$ cat src/rtl/rv32i_multicycle_ctrl_pkg.sv
// Shared types and constants for the multicycle RV32I sequencing controller.
package rv32i_multicycle_ctrl_pkg;

    localparam int unsigned INSTR_W = 32;
    localparam int unsigned WAIT_W  = 8;
    localparam int unsigned STATE_W = 3;
    localparam int unsigned CAUSE_W = 2;

    localparam logic [INSTR_W-1:0] NOP_INSTR = 32'h0000_0013;

    typedef enum logic [STATE_W-1:0] {
        S_FETCH     = 3'd0,
        S_DECODE    = 3'd1,
        S_EXECUTE   = 3'd2,
        S_MEMORY    = 3'd3,
        S_WRITEBACK = 3'd4,
        S_TRAP      = 3'd5
    } ctrl_state_t;

    typedef enum logic [CAUSE_W-1:0] {
        TRAP_NONE       = 2'd0,
        TRAP_ILLEGAL    = 2'd1,
        TRAP_MISALIGNED = 2'd2,
        TRAP_TIMEOUT    = 2'd3
    } trap_cause_t;

    // Per-state request/enable strobes, registered alongside the state.
    typedef struct packed {
        logic imem_req;
        logic alu_en;
        logic dmem_req;
        logic rf_we;
    } ctrl_out_t;

    // Moore decode of the strobes for the state being entered.
    function automatic ctrl_out_t moore_out(input ctrl_state_t s);
        ctrl_out_t o;
        o          = '0;
        o.imem_req = (s == S_FETCH);
        o.alu_en   = (s == S_EXECUTE);
        o.dmem_req = (s == S_MEMORY);
        o.rf_we    = (s == S_WRITEBACK);
        return o;
    endfunction

endpackage

$ cat src/rtl/rv32i_multicycle_ctrl.sv
// Main sequencing FSM of the multicycle RV32I core: owns PC, IR and retire counter.
module rv32i_multicycle_ctrl
    import rv32i_multicycle_ctrl_pkg::*;
#(
    parameter int unsigned          WORD_SIZE    = 32,
    parameter logic [WORD_SIZE-1:0] RESET_VECTOR = '0,
    parameter int unsigned          MEM_TIMEOUT  = 255
) (
    input  logic                 i_clk,
    input  logic                 i_reset,
    output logic                 o_imem_req,
    output logic [WORD_SIZE-1:0] o_imem_addr,
    input  logic                 i_imem_valid,
    input  logic [INSTR_W-1:0]   i_imem_data,
    output logic [INSTR_W-1:0]   o_ir,
    input  logic                 i_dec_invalid,
    input  logic                 i_dec_b_type,
    input  logic                 i_dec_ld,
    input  logic                 i_dec_str,
    input  logic                 i_dec_wb_en,
    input  logic                 i_branch_taken,
    input  logic [WORD_SIZE-1:0] i_branch_target,
    output logic                 o_alu_en,
    output logic                 o_dmem_req,
    input  logic                 i_dmem_ack,
    output logic                 o_rf_we,
    output logic [WORD_SIZE-1:0] o_pc,
    output logic [31:0]          o_retire_count,
    output logic                 o_trap,
    output logic [CAUSE_W-1:0]   o_trap_cause,
    output logic [STATE_W-1:0]   o_state
);

    // Wait counter value at which a further idle cycle would reach the timeout.
    localparam logic [WAIT_W-1:0] WAIT_LIMIT = WAIT_W'(MEM_TIMEOUT - 1);
    localparam logic [WORD_SIZE-1:0] PC_STEP = WORD_SIZE'(4);

    ctrl_state_t          state;
    ctrl_out_t            outs;
    trap_cause_t          cause;
    logic [WORD_SIZE-1:0] pc;
    logic [INSTR_W-1:0]   ir;
    logic [31:0]          retire_count;
    logic                 trap;
    logic [WAIT_W-1:0]    wait_cnt;

    // Sequencing FSM with PC/IR/retire/wait registers; strobes registered from the next state.
    always_ff @(posedge i_clk) begin
        if (i_reset) begin
            state        <= S_FETCH;
            outs         <= moore_out(S_FETCH);
            pc           <= RESET_VECTOR;
            ir           <= NOP_INSTR;
            retire_count <= '0;
            trap         <= 1'b0;
            cause        <= TRAP_NONE;
            wait_cnt     <= '0;
        end else begin
            case (state)
                S_FETCH: begin
                    if (i_imem_valid) begin
                        ir    <= i_imem_data;
                        state <= S_DECODE;
                        outs  <= moore_out(S_DECODE);
                    end else if (wait_cnt == WAIT_LIMIT) begin
                        state <= S_TRAP;
                        outs  <= moore_out(S_TRAP);
                        trap  <= 1'b1;
                        cause <= TRAP_TIMEOUT;
                    end else begin
                        wait_cnt <= wait_cnt + WAIT_W'(1);
                    end
                end

                S_DECODE: begin
                    if (i_dec_invalid) begin
                        state <= S_TRAP;
                        outs  <= moore_out(S_TRAP);
                        trap  <= 1'b1;
                        cause <= TRAP_ILLEGAL;
                    end else begin
                        state <= S_EXECUTE;
                        outs  <= moore_out(S_EXECUTE);
                    end
                end

                S_EXECUTE: begin
                    if (i_dec_ld || i_dec_str) begin
                        wait_cnt <= '0;
                        state    <= S_MEMORY;
                        outs     <= moore_out(S_MEMORY);
                    end else if (i_dec_b_type && i_branch_taken) begin
                        if (i_branch_target[1:0] != 2'b00) begin
                            state <= S_TRAP;
                            outs  <= moore_out(S_TRAP);
                            trap  <= 1'b1;
                            cause <= TRAP_MISALIGNED;
                        end else begin
                            pc           <= i_branch_target;
                            retire_count <= retire_count + 32'd1;
                            wait_cnt     <= '0;
                            state        <= S_FETCH;
                            outs         <= moore_out(S_FETCH);
                        end
                    end else if (!i_dec_b_type && i_dec_wb_en) begin
                        state <= S_WRITEBACK;
                        outs  <= moore_out(S_WRITEBACK);
                    end else begin
                        pc           <= pc + PC_STEP;
                        retire_count <= retire_count + 32'd1;
                        wait_cnt     <= '0;
                        state        <= S_FETCH;
                        outs         <= moore_out(S_FETCH);
                    end
                end

                S_MEMORY: begin
                    if (i_dmem_ack) begin
                        if (i_dec_ld) begin
                            state <= S_WRITEBACK;
                            outs  <= moore_out(S_WRITEBACK);
                        end else begin
                            pc           <= pc + PC_STEP;
                            retire_count <= retire_count + 32'd1;
                            wait_cnt     <= '0;
                            state        <= S_FETCH;
                            outs         <= moore_out(S_FETCH);
                        end
                    end else if (wait_cnt == WAIT_LIMIT) begin
                        state <= S_TRAP;
                        outs  <= moore_out(S_TRAP);
                        trap  <= 1'b1;
                        cause <= TRAP_TIMEOUT;
                    end else begin
                        wait_cnt <= wait_cnt + WAIT_W'(1);
                    end
                end

                S_WRITEBACK: begin
                    pc           <= pc + PC_STEP;
                    retire_count <= retire_count + 32'd1;
                    wait_cnt     <= '0;
                    state        <= S_FETCH;
                    outs         <= moore_out(S_FETCH);
                end

                S_TRAP: begin
                    state <= S_TRAP;
                    outs  <= moore_out(S_TRAP);
                end

                default: begin
                    // Unreachable encodings park in TRAP with the strobes off.
                    state <= S_TRAP;
                    outs  <= moore_out(S_TRAP);
                    trap  <= 1'b1;
                end
            endcase
        end
    end

    assign o_imem_req     = outs.imem_req;
    assign o_alu_en       = outs.alu_en;
    assign o_dmem_req     = outs.dmem_req;
    assign o_rf_we        = outs.rf_we;
    assign o_imem_addr    = pc;
    assign o_pc           = pc;
    assign o_ir           = ir;
    assign o_retire_count = retire_count;
    assign o_trap         = trap;
    assign o_trap_cause   = cause;
    assign o_state        = state;

endmodule

$ cat config.mk
export PLATFORM = sky130hd
export DESIGN_NAME = rv32i_multicycle_ctrl
export DESIGN_NICKNAME = d
export VERILOG_FILES = /design/src/rtl/rv32i_multicycle_ctrl_pkg.sv /design/src/rtl/rv32i_multicycle_ctrl.sv
export SDC_FILE = /design/constraint.sdc
export NUM_CORES = 1
export LEC_CHECK = 0
export ABC_AREA = 1
export BUFFER_PORTS_ARGS = -buffer_cell sky130_fd_sc_hd__buf_2
export CAP_MARGIN = 15
export CORE_MARGIN = 3
export CORE_UTILIZATION = 47
export DETAILED_ROUTE_END_ITERATION = 6
export GPL_TIMING_DRIVEN = 0
export PLACE_DENSITY = 0.77
export SYNTH_ARGS = -nofsm -noshare
export SYNTH_HDL_FRONTEND = slang
export SYNTH_SLANG_ARGS = --single-unit
$ cat constraint.sdc
create_clock -name i_clk -period 3.7 [get_ports i_clk]
set_input_delay 0.37 -clock i_clk [delete_from_list [all_inputs] [get_ports i_clk]]
set_output_delay 0.37 -clock i_clk [all_outputs]
set_load 0.02 [all_outputs]
## After elaboration in Yosys (flattened, before gate mapping)

Index checks and enable logic that the tools add are counted.

- Logic and storage cells: 108
- Output and inout bits: 138
- Register bits after elaboration: 114
- Input bits: 74

- Muxes and demuxes: 59
- Add/sub/neg operators: 3
- Reduce and logical (&&, ||, !) cells: 15
- Bitwise operators: 1
- Eq/ne operators: 19

Operators with widths:

| kind | number |
|---|---|
| 2-to-1 mux 32 bit | 12 |
| one-hot mux 32 bit (3 select lines) | 2 |
| 2-to-1 mux 8 bit | 8 |
| adder 32 x 1 -> 32 bit (second input constant) | 1 |
| adder 32 x 3 -> 32 bit (second input constant) | 1 |
| 2-to-1 mux 4 bit | 8 |
| one-hot mux 8 bit (4 select lines) | 1 |
| 2-to-1 mux 3 bit | 10 |
| one-hot mux 4 bit (5 select lines) | 1 |
| inequality test 2 bit (second input constant) | 8 |
| one-hot mux 3 bit (5 select lines) | 1 |
| 2-to-1 mux 2 bit | 7 |
| AND reduction 7 bit | 2 |
| inequality test 3 bit (second input constant) | 3 |
| adder 8 x 1 -> 8 bit (second input constant) | 1 |
| equality test 8 bit (second input constant) | 1 |
| inequality test 4 bit (second input constant) | 2 |
| one-hot mux 2 bit (4 select lines) | 1 |
| nonzero test 4 bit | 2 |
| 2-to-1 mux 1 bit | 7 |
| equality test 3 x 2 -> 1 bit (second input constant) | 2 |
| equality test 3 bit (second input constant) | 2 |
| AND reduction 6 bit | 1 |
| one-hot mux 1 bit (5 select lines) | 1 |
| other kinds (11) | 12 |

## Depth between registers and ports, before layout

Gate-level depths: netlist of the first run.

- Depth after elaboration: 6
- Mapped depth: 13
- Mapped depth without buffers: 11

## Worst setup path after synthesis of the first run

OpenSTA, ideal clock, no wires.

- Kind: register to register
- Start: register pc[2] (netlist: o_imem_addr[2])
- End: register pc[26] (netlist: o_imem_addr[26])
- Required time: 3.568 ns
- Arrival time: 1.607 ns
- Clock period less this slack: 1.740 ns
- Library setup time: 0.132 ns
- Slack: 1.960 ns
- Path buffers: 0
- Stages on the path, launching flop included: 11
- Path through: dfxtp_1 > ha_1 > inv_1 > nor2_1 > nand2_1 > nor2_1 > nand2_1 > nand2_1 > nand3_1 > nand2_1 > a21oi_1

- Cells in the longest elaborated chain, start to end: 5
- Elaborated cells between the ends (all ways): 7
- Those cells by class: 1 x add/sub; 6 x mux

Ends and longest elaborated chain:

| item | RTL line | RTL |
|---|---|---|
| start, declared | rv32i_multicycle_ctrl.sv:41 | `logic [WORD_SIZE-1:0] pc;` |
| start signal, assigned | rv32i_multicycle_ctrl.sv:99 | `pc <= i_branch_target;` |
| start signal, assigned | rv32i_multicycle_ctrl.sv:109 | `pc <= pc + PC_STEP;` |
| start signal, assigned | rv32i_multicycle_ctrl.sv:123 | `pc <= pc + PC_STEP;` |
| adder 32 x 3 -> 32 bit * | rv32i_multicycle_ctrl.sv:109, rv32i_multicycle_ctrl.sv:123, rv32i_multicycle_ctrl.sv:140 |  |
| 2-to-1 mux 32 bit | rv32i_multicycle_ctrl.sv:105 | `end else if (!i_dec_b_type && i_dec_wb_en) begin` |
| 2-to-1 mux 32 bit | rv32i_multicycle_ctrl.sv:92 | `end else if (i_dec_b_type && i_branch_taken) begin` |
| 2-to-1 mux 32 bit | rv32i_multicycle_ctrl.sv:88 | `if (i_dec_ld \|\| i_dec_str) begin` |
| one-hot mux 32 bit (3 select lines) * | rv32i_multicycle_ctrl.sv:59 | `case (state)` |

Every way passes the cells marked *; elsewhere a longest branch is shown, timed or not. The select of a mux whose other input is x is not followed.
A chain may end at the register's enable or synchronous reset.

## Worst setup path in the final report of the first run

Ends and elaborated chain as after synthesis.

==> results of run 1 <==
==> final timing paths <==
kind,endpoint
setup / recovery,o_imem_addr[26]
hold / removal,o_ir[4]
setup reg to reg,o_imem_addr[26]
hold reg to reg,o_trap_cause[0]
==> sequential cells by signal (all words and copies together), names as in the netlist <==
signal	count
o_alu_en	1
o_dmem_req	1
o_imem_addr	32
o_imem_req	1
o_ir	32
o_retire_count	32
o_rf_we	1
o_state	3
o_trap	1
o_trap_cause	2
wait_cnt	8
==> per-layer routing <==
metal / vias up / global-route usage [%] / share of wire, %
li1: 3898 / - / -
met1: 3398 / 33.2 / 43
met2: 332 / 45.5 / 48
met3: 28 / 6.95 / 8.3
met4: 0 / 7.08 / 1.3
met5: - / 0 / 0
==> cells in the final DEF, fill, tap and decap left out, drive strengths merged, types with 4 or more instances in the layout <==
cell type,count
nand3,73
nor2,153
a21oi,95
clkbuf,40
nand3b,15
clkinv,5
buf,264
nor3,4
ha,4
xnor2,5
inv,73
o21ai,30
nand2,395
or2,8
dfxtp,114
o211ai,8
xor2,10
nand4,8
a31oi,4
==> logic make-up (layout without fill, tap and decap cells) <==
logic type,after synthesis,after routing
and+or+nand+nor,662,662
muxes,1,1
DFF,114,114
AOI/OAI and AO/OA,142,142
buffers and inverters,146,388
xor gates and xnor gates,15,15
adders and majority gates,4,4
==> power groups by stage <==
stage | sequential, mW | combinational, mW | clock [mW]
global placement | 1.46 | 0.976 | 0
global route | 1.45 | 1.08 | 1.70
detailed placement | 1.46 | 0.982 | 0
CTS | 1.43 | 0.987 | 1.64
finish | 1.44 | 0.981 | 1.63
floorplan | 1.55 | 0.544 | 0
==> critical path: cells and delay by family, from the launching register on <==
kind	cells	cell delay, ps
flops	1	450
buf+inv	1	70
fa+ha+maj	1	210
simple gates	7	1210
compound gates	1	60
==> metrics by stage <==
stage          cells  util, %
3_5_place_dp    1470     58.7
6_report        1502     63.0
2_1_floorplan   1084        -
4_1_cts         1502     63.0
5_1_grt         1502     63.0
3_3_place_gp    1470     58.7
==> cell type report <==
cell class | count | area, sq um
clock buffers | 21 | 440
clock inverters | 11 | 138
plain buffers | 73 | 463
flip-flops and latches | 114 | 2280
well taps | 176 | 220
inverters | 73 | 277
repair buffers | 210 | 1050
fillers | 1315 | 5020
multi-input cells | 824 | 3670
==> results.toml, run 1 <==
[run_status]
outcome = "finished, final reports clean"

[clock_network]
cts_buffers = 17
cts_resized = 0
ctsHoldBuffers = 0
cts-root-buf = "clkbuf_16"
cts_max_path_buffers = 2
cts_setup_buffers = 0
clk_pin_slew_ps = 50
tritoncts = "yes"
clock-sinks = 114
clk_latency_ps = 420
h-tree-depth = 4

[logic_synthesis]
synth-edff-count = 0
yosysSeqAreaShare_pct = 34.1
synthArstFlopShare_pct = 0
synth_most_common_cell = "nand2_1"
synthMuxAreaShare_pct = 0.150
yosys.area.top_type_share_pct = 34.1
synth-compound-area-share_pct = 11.2
yosysTopAreaCell = "dfxtp_1"
ys_ff_latch = 114
syn-num-nets = 1162
synthDistinctLibCells = 36
synth-simple-area-share_pct = 40.7
syn_area_per_cell_sq_um = 6.17
synth_top_family_by_area = "simple AND/OR/NAND/NOR gates"
synthesis.area_sq_mm = 0.00669
synthCells = 1084
synth_common_cells = "nand2_1, nor2_1, dfxtp_1"
synth_fa_ha_area_share_pct = 0.748
synth_xor_area_share_pct = 1.96
synth_warnings = 0
synth.area.top_cells = "dfxtp_1, nand2_1, nor2_1, a21oi_1, nand3_1"
synthFlopType = "dfxtp_1"

[finish]
final_nets = 1391
final_area_sq_mm = 0.00854
drive_gt1_share_pct = 23.6
diodes = 0
area_growth_pct = 27.6

[setup_path]
r2r_slack_ps = 1570
critPathSlowestCell = "dfxtp_1"
reg2reg_from = "o_imem_addr[2]"
worstPathCellList = "ha_1, inv_1, nor2_1, nand2_1, nor2_1, nand2_1, nand2_1, nand3_1, nand2_1, a21oi_1"
crit_fanout = 7
cp-end-kind = "flop"
r2r_cells = 10
path_class = "flop to flop"
crit_path_start = "o_imem_addr[2]"
cpMostUsedCell = "nand2_1"
worstPathArrival_ps = 2410
startpoint_type = "flop"
cpPeakStageDelay_ps = 450
required_ps = 3980

[placed_design]
gp_congestion = 0.934
port_buffers = 210
dpl.hpwl_microns = 16400
placed_area_sq_mm = 0.00796
pre_cts_ws_ps = 1670

[pwr]
switchingPower_mw = 1.32
power_mw = 4.04
p_per_area_mw_per_mm2 = 473
p_comb_share_pct = 24.3
p_int_mw = 2.72
ir_worst_vdd_uv = 388
leakage_nw = 3.89
switching_share_pct = 32.7
p_clk_share_pct = 40.2
p_seq_share_pct = 35.5

[floorplanning]
initial_core_util_pct = 49.4
die_y_microns = 125
rows = 42
dieArea_sq_mm = 0.0157
coreArea_sq_mm = 0.0136
ios = 212
die_w_microns = 125

[timing]
finalCritPeriodShare_pct = 57.7
tns_ps = 0
slew_viol_final = 0
skew_ps = 7.98
worst_pin_slew_ps = 798
max_freq_mhz = 468
min_period_ps = 2130
hold_viol = 0
fin_ws_ps = 1570
slew_headroom_pct = 46.8
whs_ps = 143
final-setup-viol-count = 0
grt_setup_unrepaired = "no"

[drt]
wl_per_cell_microns = 14.3
num_vias = 7656
drt_first_pass_iters = 6
drc = 0
drt_iter0_markers = 591
drt_wl_total_microns = 21400
avgViaCountPerCell = 5.10
postRouteAntennaNets = 0

[global_route]
grt_usage_pct = 26.6
grt_pass1_vias = 6974
antenna_found_initial = 0
grt_overflow = 0
grt_pass1_wl_microns = 34100
grt_max_degree = 17

[flow_run]
drv_cap = 0

[worst_hold_path]
holdPathStages = 3
hp-start = "i_imem_data[4]"
hold_path_class = "primary input to flop"
(Power assumes the default switching activity.)
==> run 2, diff against run 1 <==
--- a/config.mk
+++ b/config.mk
@@ -12,7 +12,7 @@
 export CORE_UTILIZATION = 47
 export DETAILED_ROUTE_END_ITERATION = 6
 export GPL_TIMING_DRIVEN = 0
-export PLACE_DENSITY = 0.77
+export PLACE_DENSITY = 0.79
 export SYNTH_ARGS = -nofsm -noshare
 export SYNTH_HDL_FRONTEND = slang
 export SYNTH_SLANG_ARGS = --single-unit
==> constraint.sdc (replaced) <==
create_clock -name i_clk -period 1.9 [get_ports i_clk]
set_input_delay 0.19 -clock i_clk [delete_from_list [all_inputs] [get_ports i_clk]]
set_output_delay 0.19 -clock i_clk [all_outputs]
set_load 0.02 [all_outputs]
==> results.toml, run 2 (same netlist as run 1, synthesis figures left out) <==
[clock_network]
clk_latency_ps = 420
clock-sinks = 114
tritoncts = "yes"
cts_buffers = 17
cts-root-buf = "clkbuf_16"
clk_pin_slew_ps = 60
h-tree-depth = 4
cts_max_path_buffers = 2

[setup_path]
r2r_cells = 7
cpPeakStageDelay_ps = 380
crit_path_start = "wait_cnt[0]"
r2r-end = "o_trap"
worstPathCellList = "inv_1, ha_1, nand4_1, clkbuf_2, o21ai_0, a21oi_1, nor2_1"
path_class = "flop to flop"
startpoint_type = "flop"
critPathSlowestCell = "dfxtp_1"
r2r_slack_ps = 140
worstPathArrival_ps = 2050
required_ps = 2180
cp-end-kind = "flop"
cp-endpoint = "o_trap"
crit_fanout = 10
reg2reg_from = "wait_cnt[0]"

[floorplanning]
dieArea_sq_mm = 0.0157
initial_core_util_pct = 49.4
ios = 212
coreArea_sq_mm = 0.0136
rows = 42
die_y_microns = 125
die_w_microns = 125

[timing]
tns_ps = 0
fin_ws_ps = 139
slew_viol_final = 0
hold_viol = 0
whs_ps = 8.84
worst_pin_slew_ps = 657
grt_setup_unrepaired = "yes"
skew_ps = 6.55
slew_headroom_pct = 56.2
final-setup-viol-count = 0
min_period_ps = 1760
max_freq_mhz = 568
finalCritPeriodShare_pct = 92.7

[drt]
drc = 0
postRouteAntennaNets = 0
avgViaCountPerCell = 5.17
drt_first_pass_iters = 6
wl_per_cell_microns = 14.4
num_vias = 7797
drt_wl_total_microns = 21800
drt_iter0_markers = 675

[pwr]
p_per_area_mw_per_mm2 = 919
p_clk_share_pct = 40.4
power_mw = 7.96
switchingPower_mw = 2.70
leakage_nw = 3.93
p_comb_share_pct = 24.3
p_seq_share_pct = 35.2
ir_worst_vdd_uv = 950
switching_share_pct = 33.9
p_int_mw = 5.26

[finish]
final_cells = 1507
utilization_pct = 63.9
multiInputGateArea_sq_mm = 0.00371
final_cell_mix = "nand2_1, buf_2, nor2_1, dfxtp_1, a21oi_1"
final_common_cell = "nand2_1"
fill_cells = 1317
diodes = 0
drive_gt1_share_pct = 24.9
final_nets = 1396
regArea_sq_mm = 0.00229
final_area_sq_mm = 0.00866
area_growth_pct = 29.4

[placed_design]
place_inst = 1470
port_buffers = 210
dpl.hpwl_microns = 16300
placed_area_sq_mm = 0.00796
gp_congestion = 0.970
pre_cts_ws_ps = -121

[worst_hold_path]
hold_path_class = "primary input to flop"

[global_route]
grt_pass1_wl_microns = 35200
grt_usage_pct = 27.2
grt_max_degree = 17
antenna_found_initial = 0
grt_overflow = 0
grt_pass1_vias = 7224

[flow_run]
drv_cap = 0

[run_status]
outcome = "finished, final reports clean"
## run 2: cell types whose count changed in the layout (fill, tap and decap cells not counted), sizes merged
| cell | before | now |
|---|---|---|
| dlygate4sd3 | 0 | 5 |
| inv | 73 | 78 |
| bufinv | 3 | 2 |
| clkinv | 5 | 4 |
| buf | 264 | 261 |
## run 2: how the worst min path moves through the flow
stage	from	end	slack (ps)	depth (start not counted)
2_1_floorplan	i_imem_data[0]	o_ir[0]	300	2
3_3_place_gp	i_imem_data[1]	o_ir[1]	390	3
3_5_place_dp	i_imem_data[1]	o_ir[1]	400	3
4_1_cts	i_imem_data[10]	o_ir[10]	0.9	3
5_1_grt	i_imem_data[27]	o_ir[27]	10	3
6_report	i_imem_data[27]	o_ir[27]	9	3
## run 2: repair_timing
action,4_1_cts,5_1_grt
setup buffers,0,0
hold buffers,5,0
cloned,0,0
endpoints found under the setup margin,5,56
gates resized for setup,2,21
endpoints found under the hold margin,5,0
## run 2: critical path: cells and delay by family, from the launching register on
| kind | cells | cell delay, ps |
|---|---|---|
| fa+ha+maj | 1 | 220 |
| compound gates | 2 | 300 |
| flops | 1 | 380 |
| simple gates | 2 | 320 |
| buf+inv | 2 | 410 |
## run 2: cell type report
class                           count  share of cell area (%)
Tap cell                          176                    2.54
Buffer                             73                    5.46
Sequential cell                   114                    26.4
Clock inverter                     14                    1.78
Clock buffer                       18                    5.07
Timing Repair Buffer              215                    12.7
Multi-Input combinational cell    824                    42.8
Inverter                           73                    3.19
## run 2: routing by layer
metal / wire (microns) / up-vias / track usage, %
met2: 10100 / 383 / 45.2
met4: 516 / 0 / 10.6
met3: 2090 / 46 / 7.89
li1: - / 3909 / -
met1: 9010 / 3459 / 33.4
met5: 0 / - / 0
## run 2: power by group through the flow
| stage | clock [mW] | sequential (mW) | combinational [mW] |
|---|---|---|---|
| floorplan | 0 | 3.03 | 1.06 |
| global placement | 0 | 2.83 | 1.88 |
| detailed placement | 0 | 2.84 | 1.90 |
| CTS | 3.24 | 2.79 | 1.92 |
| global route | 3.36 | 2.83 | 2.13 |
| finish | 3.22 | 2.80 | 1.94 |
==> run 3, diff against run 2 <==
--- a/config.mk
+++ b/config.mk
@@ -8,11 +8,13 @@
 export ABC_AREA = 1
 export BUFFER_PORTS_ARGS = -buffer_cell sky130_fd_sc_hd__buf_2
 export CAP_MARGIN = 15
-export CORE_MARGIN = 3
+export CORE_MARGIN = 2
 export CORE_UTILIZATION = 47
 export DETAILED_ROUTE_END_ITERATION = 6
+export GPL_ROUTABILITY_DRIVEN = 0
 export GPL_TIMING_DRIVEN = 0
 export PLACE_DENSITY = 0.79
+export RECOVER_POWER = 100
 export SYNTH_ARGS = -nofsm -noshare
 export SYNTH_HDL_FRONTEND = slang
 export SYNTH_SLANG_ARGS = --single-unit
==> results.toml, run 3 (same netlist as run 1, synthesis figures left out) <==
[clock_network]
cts_buffers = 17
cts_setup_buffers = 0
clk_latency_ps = 410
h-tree-depth = 4
tritoncts = "yes"
clk_pin_slew_ps = 50
cts-root-buf = "clkbuf_16"
clock-sinks = 114
cts_max_path_buffers = 2

[placed_design]
pre_cts_ws_ps = -194
dpl.hpwl_microns = 16100
port_buffers = 210
placed_area_sq_mm = 0.00797

[setup_path]
cpLargestDelayFamily = "simple AND/OR/NAND/NOR gates"
critPathSlowestCell = "dfxtp_1"
worstPathArrival_ps = 2060
path_class = "flop to flop"
path_buf_inv = 0
crit_fanout = 8
worstPathCellList = "nand2_1, nor2_1, nand2_1, nor2_2, nand2_1, nand2_1, nand3_1, nand2_1, a21oi_1"
r2r-end = "o_imem_addr[26]"
reg2reg_from = "o_imem_addr[7]"
r2r_slack_ps = 110
startpoint_type = "flop"
cpPeakStageDelay_ps = 480
required_ps = 2170
r2r_cells = 9
cpMostUsedCell = "nand2_1"
cp-end-kind = "flop"

[floorplanning]
die_w_microns = 123
rows = 43
ios = 212
coreArea_sq_mm = 0.0139
die_y_microns = 123
initial_core_util_pct = 48.2
dieArea_sq_mm = 0.0152

[pwr]
leakage_nw = 3.43
ir_worst_vdd_uv = 706
p_per_area_mw_per_mm2 = 932

[timing]
worst_pin_slew_ps = 760
slew_viol_final = 0
skew_ps = 5.78
max_freq_mhz = 560
hold_viol = 0
tns_ps = 0
fin_ws_ps = 115
final-setup-viol-count = 0
grt_setup_unrepaired = "no"
slew_headroom_pct = 49.3
min_period_ps = 1790
whs_ps = 21.9
finalCritPeriodShare_pct = 94.0

[global_route]
grt_overflow = 0
grt_max_degree = 17
antenna_found_initial = 0
grt_pass1_vias = 6844
grt_pass1_wl_microns = 33200
grt_usage_pct = 28.0

[finish]
final_area_sq_mm = 0.00847
final_nets = 1394
area_growth_pct = 26.6
final_common_cell = "nand2_1"
diodes = 0
drive_gt1_share_pct = 15.6
fill_cells = 1435
utilization_pct = 61.0
multiInputGateArea_sq_mm = 0.00369
regArea_sq_mm = 0.00228
final_cell_mix = "nand2_1, nor2_1, clkbuf_1, dfxtp_1, buf_2"

[drt]
num_vias = 7797
drc = 0
drt_first_pass_iters = 6
avgViaCountPerCell = 5.17
wl_per_cell_microns = 14.1
postRouteAntennaNets = 0
drt_wl_total_microns = 21300
drt_iter0_markers = 718

[run_status]
outcome = "finished, final reports clean"

[flow_run]
drv_cap = 0

[worst_hold_path]
hp-start = "i_imem_data[16]"
hold_path_class = "primary input to flop"
holdPathStages = 3
holdPathEnd = "o_ir[16]"
[run 3: final cells by class]
type / count / share of cell area (%)
Buffer: 73 / 5.46
Sequential cell: 114 / 27.0
Multi-Input combinational cell: 824 / 43.6
Clock inverter: 10 / 1.58
Timing Repair Buffer: 213 / 11.0
Tap cell: 180 / 2.66
Inverter: 73 / 3.26
Clock buffer: 21 / 5.43
[run 3: where the power goes]
group,internal [mW],total [mW],switching (mW)
logic,0.613,1.86,1.25
registers,2.59,2.80,0.211
clock network,2.11,3.23,1.12
total,5.32,7.90,2.58
[run 3: worst max path at each step]
| stage | from | depth (start not counted) | end | slack, ps |
|---|---|---|---|---|
| 6_report | o_imem_addr[7] | 9 | o_imem_addr[26] | 110 |
| 5_1_grt | o_state[1] | 9 | o_imem_addr[0] | 2 |
| 4_1_cts | o_retire_count[0] | 10 | o_retire_count[30] | 20 |
| 3_5_place_dp | o_imem_addr[2] | 10 | o_imem_addr[26] | -190 |
| 3_3_place_gp | o_imem_addr[2] | 10 | o_imem_addr[26] | -140 |
| 2_1_floorplan | o_imem_addr[2] | 10 | o_imem_addr[26] | 160 |
[run 3: metrics by stage]
stage,std cells,power [mW]
3_5_place_dp,1474,4.74
2_1_floorplan,1084,4.09
6_report,1508,7.90
5_1_grt,1508,8.26
4_1_cts,1508,7.98
3_3_place_gp,1474,4.72
[run 3: repair_timing]
item,CTS,global route
resized for setup,2,17
endpoints found under the hold margin,3,0
hold buffers,3,0
endpoints found under the setup margin,4,49
[run 3: routing by layer]
metal | part of all wire (%) | GRT usage (%) | up-vias
li1 | - | - | 3900
met1 | 42 | 34.8 | 3444
met2 | 46 | 46.0 | 391
met3 | 9.5 | 7.43 | 62
met4 | 2.9 | 11.3 | 0
met5 | 0 | 0 | -
[run 3: worst min-delay path: cells and delay by family]
kind	cells	cell delay, ps
buffers and inverters	1	90
AND/OR/NAND/NOR	1	50
AO/OA/AOI/OAI	1	50
